===== config.mk =====
export PLATFORM = sky130hd
export DESIGN_NAME = itof_pipe
export DESIGN_NICKNAME = d
export VERILOG_FILES = /design/src/rtl/itof_pipe.sv
export SDC_FILE = /design/constraint.sdc
export NUM_CORES = 1
export LEC_CHECK = 0
export CORE_MARGIN = 3
export CORE_UTILIZATION = 40
export CTS_CLUSTER_DIAMETER = 50
export DETAILED_ROUTE_END_ITERATION = 6
export PLACE_DENSITY = 0.56
export SKIP_CTS_REPAIR_TIMING = 1
export SYNTH_ARGS = -nofsm -noshare
export SYNTH_HDL_FRONTEND = slang
export SYNTH_SLANG_ARGS = --single-unit

===== constraint.sdc =====
create_clock -name clk -period 29.1 [get_ports clk]
set_clock_uncertainty 0.2 [all_clocks]
set_input_delay 5.82 -clock clk [delete_from_list [all_inputs] [get_ports clk]]
set_output_delay 5.82 -clock clk [all_outputs]
set_load 0.01 [all_outputs]

===== src/rtl/itof_pipe.sv =====
// itof_pipe: pipelined signed 32-bit integer to IEEE-754 single-precision
// converter. It rounds to nearest, with ties going to even.
//
// Pipeline ranks, each with its own valid bit:
//   stage 1 - sign and unsigned magnitude
//   stage 2 - leading-zero count and normalised magnitude
//   stage 3 - exponent, mantissa, guard and sticky fields
//   output  - round, pack and register f
// An operand sampled on edge N shows up on f after edge N+3.
// While stall is high, every rank holds its value.
//
// Ports:
//   clk       in   1  sole clock, rising edge
//   rst       in   1  asynchronous active-high reset
//   in_valid  in   1  operand present on i
//   i         in  32  signed two's-complement operand
//   stall     in   1  freeze the whole pipeline
//   out_valid out  1  f holds a freshly completed result
//   f         out 32  single-precision result
module itof_pipe (
  input  logic        clk,
  input  logic        rst,
  input  logic        in_valid,
  input  logic [31:0] i,
  input  logic        stall,
  output logic        out_valid,
  output logic [31:0] f
);

  // Leading-zero count. An all-zero input yields a count that is never
  // used, because the zero flag overrides it downstream.
  function automatic logic [4:0] lzc32(input logic [31:0] v);
    logic [4:0] n;
    logic       found;
    n     = 5'd0;
    found = 1'b0;
    for (int k = 31; k >= 0; k--) begin
      if (found) begin
        n = n;
      end else if (v[k]) begin
        found = 1'b1;
      end else begin
        n = n + 5'd1;
      end
    end
    return n;
  endfunction

  // Stage registers
  logic        r_s1_valid, r_s1_sign;
  logic [31:0] r_s1_mag;
  logic        r_s2_valid, r_s2_sign, r_s2_zero;
  logic [4:0]  r_s2_lzc;
  logic [30:0] r_s2_norm;
  logic        r_s3_valid, r_s3_sign, r_s3_zero, r_s3_guard, r_s3_sticky;
  logic [7:0]  r_s3_exp;
  logic [22:0] r_s3_mant;
  logic        r_out_valid;
  logic [31:0] r_f;

  // Combinational stage logic
  logic [31:0] w_mag;
  logic [4:0]  w_lzc;
  logic [31:0] w_norm;
  logic        w_zero;
  logic [7:0]  w_exp;
  logic        w_round_up;
  logic [23:0] w_mant_inc;
  logic [7:0]  w_exp_rnd;
  logic [22:0] w_mant_rnd;
  logic [31:0] w_result;

  // Magnitude. 0 - 0x80000000 wraps to 0x80000000, which is exactly |i|.
  assign w_mag = i[31] ? (32'd0 - i) : i;

  // Normalisation. A nonzero magnitude always lands with bit 31 set, so bit
  // 31 of the shifted value also serves as the zero detector.
  assign w_lzc  = lzc32(r_s1_mag);
  assign w_norm = r_s1_mag << w_lzc;
  assign w_zero = ~w_norm[31];

  // The biased exponent of 2^(31-lzc) is 127 + 31 - lzc.
  assign w_exp = 8'd158 - {3'b000, r_s2_lzc};

  // Round-to-nearest-even and pack the final word.
  assign w_round_up = r_s3_guard & (r_s3_sticky | r_s3_mant[0]);
  assign w_mant_inc = {1'b0, r_s3_mant} + 24'd1;

  // Select the rounded mantissa and exponent. A carry out of the mantissa
  // means the value reached the next power of two.
  always_comb begin
    w_exp_rnd  = r_s3_exp;
    w_mant_rnd = r_s3_mant;
    if (w_round_up) begin
      if (w_mant_inc[23]) begin
        w_mant_rnd = 23'd0;
        w_exp_rnd  = r_s3_exp + 8'd1;
      end else begin
        w_mant_rnd = w_mant_inc[22:0];
        w_exp_rnd  = r_s3_exp;
      end
    end else begin
      w_mant_rnd = r_s3_mant;
      w_exp_rnd  = r_s3_exp;
    end
  end

  // Pack the result. A zero operand always packs as positive zero.
  always_comb begin
    w_result = 32'd0;
    if (r_s3_zero) begin
      w_result = 32'd0;
    end else begin
      w_result = {r_s3_sign, w_exp_rnd, w_mant_rnd};
    end
  end

  // Pipeline ranks: cleared by reset, frozen by stall. f only changes when a
  // valid result arrives, so it holds the last result between pulses.
  always_ff @(posedge clk or posedge rst) begin
    if (rst) begin
      r_s1_valid  <= 1'b0;
      r_s1_sign   <= 1'b0;
      r_s1_mag    <= 32'd0;
      r_s2_valid  <= 1'b0;
      r_s2_sign   <= 1'b0;
      r_s2_zero   <= 1'b0;
      r_s2_lzc    <= 5'd0;
      r_s2_norm   <= 31'd0;
      r_s3_valid  <= 1'b0;
      r_s3_sign   <= 1'b0;
      r_s3_zero   <= 1'b0;
      r_s3_exp    <= 8'd0;
      r_s3_mant   <= 23'd0;
      r_s3_guard  <= 1'b0;
      r_s3_sticky <= 1'b0;
      r_out_valid <= 1'b0;
      r_f         <= 32'd0;
    end else if (!stall) begin
      r_s1_valid  <= in_valid;
      r_s1_sign   <= i[31];
      r_s1_mag    <= w_mag;
      r_s2_valid  <= r_s1_valid;
      r_s2_sign   <= r_s1_sign;
      r_s2_zero   <= w_zero;
      r_s2_lzc    <= w_lzc;
      r_s2_norm   <= w_norm[30:0];
      r_s3_valid  <= r_s2_valid;
      r_s3_sign   <= r_s2_sign;
      r_s3_zero   <= r_s2_zero;
      r_s3_exp    <= w_exp;
      r_s3_mant   <= r_s2_norm[30:8];
      r_s3_guard  <= r_s2_norm[7];
      r_s3_sticky <= |r_s2_norm[6:0];
      r_out_valid <= r_s3_valid;
      if (r_s3_valid) begin
        r_f <= w_result;
      end else begin
        r_f <= r_f;
      end
    end else begin
      r_out_valid <= r_out_valid;
      r_f         <= r_f;
    end
  end

  assign out_valid = r_out_valid;
  assign f         = r_f;

endmodule

==> flow_summary.ini <==
[synthesis]
netlist_area_um2 = 11640
yosysWarningCount = 0
yosys.area.top_type_share_pct = 30.52
post-synth-top-area-cell = dfrtp_1
syn_avg_cell_area_um2 = 8.129
synth_common_cells = 220 x nand2_1, 142 x dfrtp_1, 128 x o21ai_0
ys_ff_latch = 142
synth-seq-area-share_pct = 30.52
syn-num-nets = 1501
synth_edf_count = 0
yosysUniqueCellTypes = 76
syn_inst = 1432
synth_flop_cell = dfrtp_1
synth_area_leaders = dfrtp_1 31%, nand2_1 7.1%, mux2_2 5.6%, o21ai_0 5.5%, xor2_1 4.7%
yosysMostFrequentCell = nand2_1
async_flop_share_pct = 100.0

[drt]
routed_via_density = 5.638
drt_iter0_drc = 790
drtAntennaViolNets = 0
num_vias = 10380
wirelength_um = 31480
first_pass_iters = 5
routedWlPerCell_um = 17.10
drc_errors = 0

[power_and_ir_drop]
p_int_mw = 0.5776
power_frac_seq_pct = 33.5
combPwrFrac_pct = 44.7
worst_ir_drop_vdd_uv = 41.53
netSwitchingFraction_pct = 41.19
power_leakage_nw = 5.358
p_per_area_nw_per_um2 = 74.57
clkPwrFrac_pct = 21.8
p_switching_mw = 0.4045

[global_route]
overflow = 0
first_global_vias = 9853
grt_antenna_before_repair = 0
grt_first_pass_wirelength_um = 51630
grt_max_degree = 104
grtUsageTotal_pct = 20.29

[status]
run_status = finished clean

[critical_path]
cp.required_ns = 29.21
ff2ff_setup_slack_ns = 14.21
rr_startpoint = r_s1_mag[30]$_DFFE_PP0N_
reg2reg_to = r_s2_norm[20]$_DFFE_PP0N_
critPathSlowestCell = a211oi_1
startpoint = r_s1_mag[30]$_DFFE_PP0N_
r2r_cells = 67
path_common_cell = ha_1
cp_top_family = compound AO/OA/AOI/OAI gates
path_max_fanout = 33
startpoint_type = flip-flop
crit_arrival_ns = 15.00
cp.buffers_inverters = 2
worst-setup-path-type = flip-flop to flip-flop
crit_path_max_incr_delay_ns = 0.57
end_kind = flip-flop

[timing]
hold_viol = 0
slew_headroom_pct = 29.62
rsz0062_at_grt = false
setup-tns-final_ns = 0
worstMarginPinSlew_ns = 1.048
min_period_ns = 14.89
whs_ns = 0.2780
drv_slew = 0
timing.final.crit_share_pct = 51.16
max_freq_mhz = 67.17
final-setup-viol-count = 0

[min_path]
min_to = f[19]$_DFFE_PP0P_
hold_path.startpoint = f[19]$_DFFE_PP0P_
worstHoldPathType = flip-flop to flip-flop
hold_depth = 2

[floorplanning]
die_area_um2 = 31190
dieWidth_um = 176.6
ioPinCount = 69
die_y_um = 176.6
start_util_pct = 41.22
row_count = 61
core-area_um2 = 28240

[finish]
final_cells = 1841
antenna_cells = 0
layout-drive-gt1-share_pct = 9.296
final_nets = 1519
num-fill-cells = 2828
areaGrowthSynthToFinish_pct = 13.12
fin_util_pct = 46.63
final_area_um2 = 13170

[run]
cap_violations = 0

[placed_design]
gp_congestion = 0.8752
dpl.hpwl_um = 23410
place_area_um2 = 12610
place_inst = 1809
port_buffers = 68

[clock_network]
clk_pin_slew_ns = 0.06
numCtsBuffers = 17
cts_buffer_depth = 2
cts.sinks = 142
clock-root-buffer = clkbuf_16
cts_tree = done
cts_max_level = 4
clkLatencyLatePin_ns = 0.44
[flip-flops by register name, summed over array words and instances (netlist names)]
signal / flops
r_s1_valid: 1
r_s2_sign: 1
r_s2_norm: 31
f: 32
r_s1_sign: 1
r_s3_sticky: 1
r_s2_valid: 1
r_s3_exp: 8
r_s2_zero: 1
out_valid: 1
r_s3_zero: 1
r_s3_sign: 1
r_s2_lzc: 5
r_s3_guard: 1
r_s3_valid: 1
r_s1_mag: 32
r_s3_mant: 23
[power by group through the flow]
stage               registers, mW  clock network [mW]  logic (mW)
floorplan                   0.314                   0       0.318
global placement            0.332                   0       0.433
detailed placement          0.334                   0       0.436
CTS                         0.330               0.219       0.439
global route                0.341               0.228       0.489
finish                      0.329               0.214       0.439
[routing by layer]
layer  track usage, %  wire length, um  up-vias  share of wire (%)
li1                 -                -     5166                  -
met1            28.18            15010     4935                 48
met2            32.83            14520      237                 46
met3            2.538             1094       41                3.5
met4            6.809              856        0                2.7
met5                0                0        -                  0
[worst max-delay path by stage]
stage                                           end  slack, ns  cells after the start
final                     r_s2_norm[20]$_DFFE_PP0N_      14.21                     67
after global routing      r_s2_norm[20]$_DFFE_PP0N_      12.88                     67
after CTS                 r_s2_norm[26]$_DFFE_PP0N_      14.38                     68
after detailed placement  r_s2_norm[20]$_DFFE_PP0N_      14.52                     67
after global placement    r_s2_norm[20]$_DFFE_PP0N_      15.01                     67
after floorplan           r_s2_norm[25]$_DFFE_PP0N_      15.98                     69
[worst reg2reg max path: cells and delay by family (launching register included)]
family / cells / cell delay, ns
compound gates: 25 / 4.59
xor+xnor: 2 / 0.25
fa+ha+maj: 14 / 4.30
buf+inv: 2 / 0.40
flops: 1 / 0.47
mux: 8 / 1.58
simple gates: 16 / 2.98
[final cells by class]
cell class | instances | area (um^2) | area share [%]
multi-input cells | 1166 | 7637 | 58.00
flip-flops and latches | 142 | 3553 | 26.98
repair buffers | 83 | 794.5 | 6.033
well taps | 378 | 473.0 | 3.591
clock buffers | 18 | 429.2 | 3.259
inverters | 40 | 155.1 | 1.178
clock inverters | 14 | 126.4 | 0.9596
[placed cells by master, fill, tap and decap left out, types with 8 or more instances in the layout]
| master | netlist | final |
|---|---|---|
| nand2_1 | 220 | 220 |
| dfrtp_1 | 142 | 142 |
| o21ai_0 | 128 | 128 |
| nor2_1 | 107 | 107 |
| a21oi_1 | 87 | 87 |
| clkdlybuf4s50_1 | 0 | 67 |
| xor2_1 | 63 | 62 |
| mux2_2 | 58 | 58 |
| mux2i_1 | 54 | 54 |
| xnor2_1 | 50 | 48 |
| inv_1 | 40 | 39 |
| ha_1 | 33 | 33 |
| nand3_1 | 32 | 32 |
| nor3_1 | 31 | 31 |
| nor2b_1 | 24 | 24 |
| nand2b_1 | 24 | 24 |
| nand4_1 | 20 | 20 |
| o31ai_1 | 18 | 18 |
| clkbuf_16 | 0 | 17 |
| a22o_1 | 15 | 15 |
| buf_4 | 0 | 15 |
| nor4_1 | 14 | 14 |
| and3_1 | 13 | 13 |
| a31oi_1 | 14 | 13 |
| or3_1 | 10 | 10 |
| a21o_1 | 10 | 10 |
| a221o_1 | 10 | 10 |
| a211oi_1 | 9 | 9 |
| and2_1 | 8 | 8 |
[cells by family after synthesis]
logic type	count (synthesis)	share of synthesized area (%)
AO/OA/AOI/OAI	359	19.40
XOR/XNOR	121	9.942
adder cells (fa/ha/maj)	35	3.719
buffers and inverters	124	4.170
flip-flops	142	30.52
multiplexers	113	10.38
AND/OR/NAND/NOR	538	21.86
[per-stage QoR]
stage	total power, mW	worst slack, ns
global route	1.058	12.88
floorplan	0.6316	15.98
finish	0.9821	14.21
global placement	0.7649	15.01
detailed placement	0.7697	14.52
CTS	0.9891	14.38
Power figures use the tool's default switching activity.
